**src/rtl/gesture_servo_driver.sv**
```systemverilog
// -----------------------------------------------------------------------------
// gesture_servo_driver
//
// Drives five hobby-servo PWM lines (one per finger) from a latched gesture
// code. A free-running frame counter defines the servo frame. On the last
// cycle of each frame (the "boundary"), the gesture is sampled into per-finger
// targets. Each finger position then moves toward its target. The new
// positions set the pulse widths for the whole of the next frame.
//
// Optional feature macro: GESTURE_SLEW_EN
//   defined   : each boundary moves a position at most STEP cycles toward
//               its target (no overshoot).
//   undefined : each non-frozen boundary jumps the positions straight to
//               their targets; STEP only takes part in the parameter check.
//
// Parameters
//   PERIOD_CYCLES : frame length in clk cycles
//   MIN_PULSE     : pulse width for an open finger
//   MAX_PULSE     : pulse width for a closed finger
//   STEP          : largest position change per channel per frame (slew build)
//
// Ports
//   clk        : system clock, rising edge
//   rst        : synchronous active-high reset
//   gesture    : [4:0] finger closed(1)/open(0), [7] freeze, [6:5] ignored
//   servo_pwm  : registered PWM line per finger, bit i = finger i
//   frame_tick : registered one-cycle pulse on the last cycle of each frame
//   busy       : registered, high while any position differs from its target
// -----------------------------------------------------------------------------
module gesture_servo_driver #(
  parameter int unsigned PERIOD_CYCLES = 1000000,
  parameter int unsigned MIN_PULSE     = 50000,
  parameter int unsigned MAX_PULSE     = 100000,
  parameter int unsigned STEP          = 2500
) (
  input  logic       clk,
  input  logic       rst,
  input  logic [7:0] gesture,
  output logic [4:0] servo_pwm,
  output logic       frame_tick,
  output logic       busy
);

  localparam int unsigned CW  = (PERIOD_CYCLES > 1) ? $clog2(PERIOD_CYCLES) : 1;
  localparam int          NCH = 5;

  localparam logic [CW-1:0] LAST_C = CW'(PERIOD_CYCLES - 32'd1);
  localparam logic [CW-1:0] MIN_C  = CW'(MIN_PULSE);
  localparam logic [CW-1:0] MAX_C  = CW'(MAX_PULSE);
  localparam logic [CW-1:0] ONE_C  = CW'(32'd1);

  // Refuse to elaborate with a parameter set that cannot produce sane pulses.
  if ((STEP < 32'd1) || (MIN_PULSE >= MAX_PULSE) || (MAX_PULSE >= PERIOD_CYCLES)) begin : g_bad_params
    $error("gesture_servo_driver: illegal parameter set");
  end

`ifdef GESTURE_SLEW_EN
  // Every difference is below PERIOD_CYCLES, so clamping a larger STEP to
  // PERIOD_CYCLES-1 keeps the behaviour and avoids truncating it.
  localparam logic [CW-1:0] STEP_C = (STEP >= PERIOD_CYCLES) ? LAST_C : CW'(STEP);

  // Move cur at most STEP_C toward tgt. Land exactly on tgt when it is
  // within reach, so a position can never overshoot.
  function automatic logic [CW-1:0] slew_toward(input logic [CW-1:0] cur,
                                                input logic [CW-1:0] tgt);
    logic [CW-1:0] res;
    if (tgt > cur) begin
      if ((tgt - cur) <= STEP_C) begin
        res = tgt;
      end else begin
        res = cur + STEP_C;
      end
    end else begin
      if ((cur - tgt) <= STEP_C) begin
        res = tgt;
      end else begin
        res = cur - STEP_C;
      end
    end
    return res;
  endfunction
`endif

  logic [CW-1:0] cnt_r;
  logic [CW-1:0] cnt_nxt_s;
  logic          boundary_s;

  logic [CW-1:0] pos_r     [NCH];
  logic [CW-1:0] tgt_r     [NCH];
  logic [CW-1:0] pos_nxt_s [NCH];
  logic [CW-1:0] tgt_nxt_s [NCH];

  logic [4:0]    pwm_r;
  logic [4:0]    pwm_nxt_s;
  logic          frame_tick_r;
  logic          busy_r;
  logic          busy_nxt_s;

  // Bits [6:5] of the gesture code carry nothing for this block.
  logic          unused_gesture_s;
  assign unused_gesture_s = ^gesture[6:5];

  // Frame counter next value; the boundary is the last cycle of the frame.
  always_comb begin
    boundary_s = (cnt_r == LAST_C);
    if (boundary_s) begin
      cnt_nxt_s = {CW{1'b0}};
    end else begin
      cnt_nxt_s = cnt_r + ONE_C;
    end
  end

  // Boundary update of targets and positions; everything holds in between
  // so a pulse already running is never stretched or cut short.
  always_comb begin
    for (int i = 0; i < NCH; i++) begin
      tgt_nxt_s[i] = tgt_r[i];
      pos_nxt_s[i] = pos_r[i];
    end
    if (boundary_s && !gesture[7]) begin
      for (int i = 0; i < NCH; i++) begin
        tgt_nxt_s[i] = gesture[i] ? MAX_C : MIN_C;
`ifdef GESTURE_SLEW_EN
        pos_nxt_s[i] = slew_toward(pos_r[i], tgt_nxt_s[i]);
`else
        pos_nxt_s[i] = tgt_nxt_s[i];
`endif
      end
    end else begin
      // Mid-frame, or frozen boundary: keep the committed state.
      for (int i = 0; i < NCH; i++) begin
        tgt_nxt_s[i] = tgt_r[i];
        pos_nxt_s[i] = pos_r[i];
      end
    end
  end

  // Output decode. The PWM compare uses the committed position, giving a
  // high time of exactly pos cycles per frame, delayed by one cycle.
  // Busy looks at the next state so it drops together with the last move.
  always_comb begin
    pwm_nxt_s  = 5'b0_0000;
    busy_nxt_s = 1'b0;
    for (int i = 0; i < NCH; i++) begin
      pwm_nxt_s[i] = (cnt_r < pos_r[i]);
      busy_nxt_s   = busy_nxt_s | (pos_nxt_s[i] != tgt_nxt_s[i]);
    end
  end

  // State and output registers with synchronous reset.
  always_ff @(posedge clk) begin
    if (rst) begin
      cnt_r        <= {CW{1'b0}};
      pwm_r        <= 5'b0_0000;
      frame_tick_r <= 1'b0;
      busy_r       <= 1'b0;
      for (int i = 0; i < NCH; i++) begin
        pos_r[i] <= MIN_C;
        tgt_r[i] <= MIN_C;
      end
    end else begin
      cnt_r        <= cnt_nxt_s;
      pwm_r        <= pwm_nxt_s;
      frame_tick_r <= (cnt_nxt_s == LAST_C);
      busy_r       <= busy_nxt_s;
      for (int i = 0; i < NCH; i++) begin
        pos_r[i] <= pos_nxt_s[i];
        tgt_r[i] <= tgt_nxt_s[i];
      end
    end
  end

  assign servo_pwm  = pwm_r;
  assign frame_tick = frame_tick_r;
  assign busy       = busy_r;

endmodule

```
**config.mk**
```make
export PLATFORM = sky130hd
export DESIGN_NAME = gesture_servo_driver
export DESIGN_NICKNAME = d
export VERILOG_FILES = /design/src/rtl/gesture_servo_driver.sv
export SDC_FILE = /design/constraint.sdc
export NUM_CORES = 1
export LEC_CHECK = 0
export BUFFER_PORTS_ARGS = -buffer_cell sky130_fd_sc_hd__clkbuf_2
export CORE_MARGIN = 3
export CORE_UTILIZATION = 40
export CTS_CLUSTER_SIZE = 12
export DETAILED_ROUTE_END_ITERATION = 8
export PLACE_DENSITY = 0.67
export SLEW_MARGIN = 20
export SYNTH_ARGS = -nofsm -noshare
export SYNTH_HDL_FRONTEND = slang
export SYNTH_SLANG_ARGS = --single-unit
```
**constraint.sdc**
```tcl
create_clock -name clk -period 2.3 [get_ports clk]
set_input_delay 0.115 -clock clk [delete_from_list [all_inputs] [get_ports clk]]
set_output_delay 0.115 -clock clk [all_outputs]
set_load 0.01 [all_outputs]
```
==> flow_summary.ini <==
[min_path]
hp-start = gesture[1]
hold_class = in -> reg

[placed_design]
dpl.hpwl_um = 18700
place_worst_setup_slack_ns = 0.156
post_dp_cell_area_mm2 = 0.0109
io_buffers = 14
place_congestion = 0.903

[logic_synthesis]
synth_flop_cell = dfxtp_1
synthesis.area_mm2 = 0.0102
synth_cells = 1063
synth-edff-count = 0
syn_avg_cell_area_um2 = 9.62
ys_types = 50
synth_nets = 1169
synth-seq-area-share = 0.444
synth_warnings = 0
ys_ff_latch = 227
synth-async-reset-ratio = 0

[setup_path]
worst_setup_path_end_kind = flip-flop
critPathBufInv = 1
critPathKind = reg -> reg
cpMostUsedCell = a21oi_1
required_ns = 2.76
cp_top_family = compound AO/OA/AOI/OAI gates
crit_path_max_fanout = 6
reg2reg_from = cnt_r[5]$_SDFF_PP0_
arrival_ns = 2.68
critPathLaunchType = flip-flop
crit_chain = buf_4, ha_1, a21oi_1, nor2_1, a2111oi_0, o41ai_1, a21oi_1, o21a_1
critical_path.startpoint = cnt_r[5]$_SDFF_PP0_
crit_path_top_delay_cell = dfxtp_1
critPathMaxStageDelay_ns = 0.61

[timing]
setup_viol = 0
setup_slack_ns = 0.0800
report.final.hold_viol_count = 0
rsz0062_at_grt = no
finalClockSkew_ns = 0.0210
fmax_mhz = 450
slew_headroom = 0.555
min_period_ns = 2.22
worst_pin_slew_ns = 0.668
post-route-period-util = 0.965
maxSlewViolCount = 0
finalSetupTns_ns = 0

[clocking]
ctsHoldBuffers = 0
cts-resized-gates = 0
htreeDepth = 1
cts_buffer_depth = 3
root_buffer = clkbuf_16
insertion_delay_ns = 0.53
cts.clk_slew.worst_paths_ns = 0.06
cts_sinks = 227
cts_inserted_buffers = 25
cts_tree = yes
cts_setup_buffers = 0

[grt]
first_global_vias = 7477
grt_max_degree = 54
antenna_found_initial = 1
overflow = 0
grt_pass1_wl_um = 40900
track_usage = 0.186

[finish]
area_growth_pct = 15.0
final_common_cell = dfxtp_1
multiInputGateArea_mm2 = 0.00515
regArea_mm2 = 0.00454
design_area_mm2 = 0.0118
nNetsFinal = 1221
nFillCells = 2288
drive_gt1_frac = 0.109
diodes = 0
final_cell_mix = dfxtp_1 (227), inv_1 (98), ha_1 (96), xor2_1 (92), and2_1 (58)

[detailed_routing]
drc = 0
vias_per_cell = 5.19
vias = 7553
ant_nets = 0
wl_per_cell_um = 17.8
detailedRoute.firstIterationViolations = 504
drt_wl_total_um = 25900
firstDrtPassIters = 5

[floorplanning]
start_util = 0.413
core-area_mm2 = 0.0247
io_pins = 17
die-area_mm2 = 0.0275
dieWidth_um = 166
rows = 57
die_h_um = 166

[power_and_ir_drop]
totalPowerFinal_mw = 8.06
power.static_leakage_nw = 5.41
p_per_area_mw_per_mm2 = 685
max-vdd-ir-drop_mv = 0.511

[status]
status = complete, no violations

[flow_run]
max_cap_violations = 0
==> state kept, by name, summed over array words and instances, names as in the netlist <==
signal,flops
busy,1
frame_tick,1
tgt_r,100
cnt_r,20
servo_pwm,5
pos_r,100
==> cells by family after synthesis <==
| kind of cell | count (synthesis) | share of synthesized area |
|---|---|---|
| simple gates | 299 | 0.167 |
| buf+inv | 138 | 0.0541 |
| fa+ha+maj | 96 | 0.117 |
| compound gates | 184 | 0.115 |
| xor+xnor | 118 | 0.101 |
| flops | 227 | 0.444 |
| mux | 1 | 0.000979 |
==> power by group <==
part | internal [mW] | leakage, nW | switching, mW | total (mW)
Clock | 2.35 | 0.400 | 1.56 | 3.91
Combinational | 0.0712 | 3.18 | 0.131 | 0.202
Sequential | 3.94 | 1.83 | 0.00420 | 3.95
Total | 6.36 | 5.41 | 1.70 | 8.06
==> per-layer routing <==
metal	track usage	vias to the layer above	wire length, um
met3	0.0326	56	1330
met1	0.266	3588	12600
met5	0	-	13
met4	0.0626	2	981
met2	0.283	171	11000
li1	-	3736	-
==> per-stage QoR <==
step,hold slack (ns),cells,utilization
finish,0.0365,1454,0.475
global route,0.0641,1454,0.475
detailed placement,0.451,1412,0.442
CTS,0.0292,1454,0.475
floorplan,0.418,1063,-
global placement,0.448,1412,0.442
==> final timing paths <==
path	end	slack (ns)	cells after the start
worst max-delay path	servo_pwm[0]$_SDFF_PP0_	0.08	8
worst min-delay path	pos_r[0][26]$_SDFF_PP1_	0.04	4
worst max register to register	servo_pwm[0]$_SDFF_PP0_	0.08	8
worst min register to register	tgt_r[0][9]$_SDFF_PP1_	0.47	1
==> layout make-up <==
type / count / area share
clock buffer: 36 / 0.0635
tap: 324 / 0.0345
inverter: 98 / 0.0313
sequential: 227 / 0.387
multi-input combinational: 698 / 0.438
timing repair buffer: 65 / 0.0407
clock inverter: 6 / 0.00521
==> worst register-to-register path: stages (launching register included) <==
cell and delay [ns]:
dfxtp_1 0.61, buf_4 0.20, ha_1 0.23, a21oi_1 0.13
nor2_1 0.05, a2111oi_0 0.41, o41ai_1 0.19, a21oi_1 0.16
o21a_1 0.17
==> cells in the mapped netlist (2+ instances only) <==
cell,instances,share of area
and3_1,7,0.0043
nand2b_1,13,0.0080
or3_1,12,0.0073
xor2_1,92,0.079
a41oi_1,2,0.0017
nor2b_1,8,0.0049
nor3b_1,2,0.0015
dfxtp_1,227,0.44
nor4_1,26,0.016
a21oi_1,53,0.026
o21ai_1,6,0.0029
and2_1,58,0.035
nand4_1,19,0.012
nand2_1,33,0.012
o21ai_0,32,0.016
nand3_1,7,0.0034
nor3_1,48,0.023
nand4_2,3,0.0037
a211oi_1,4,0.0029
ha_1,96,0.12
o22ai_1,2,0.0012
o2111ai_1,2,0.0017
inv_1,98,0.036
clkbuf_1,17,0.0062
o211ai_1,4,0.0029
o41ai_1,2,0.0017
or2_1,6,0.0037
a2111oi_0,11,0.0094
xnor2_1,26,0.022
buf_2,22,0.011
nand4b_1,2,0.0017
nor2_1,44,0.016
a21o_1,40,0.029
o21a_1,23,0.017
Power figures use the tool's default switching activity.
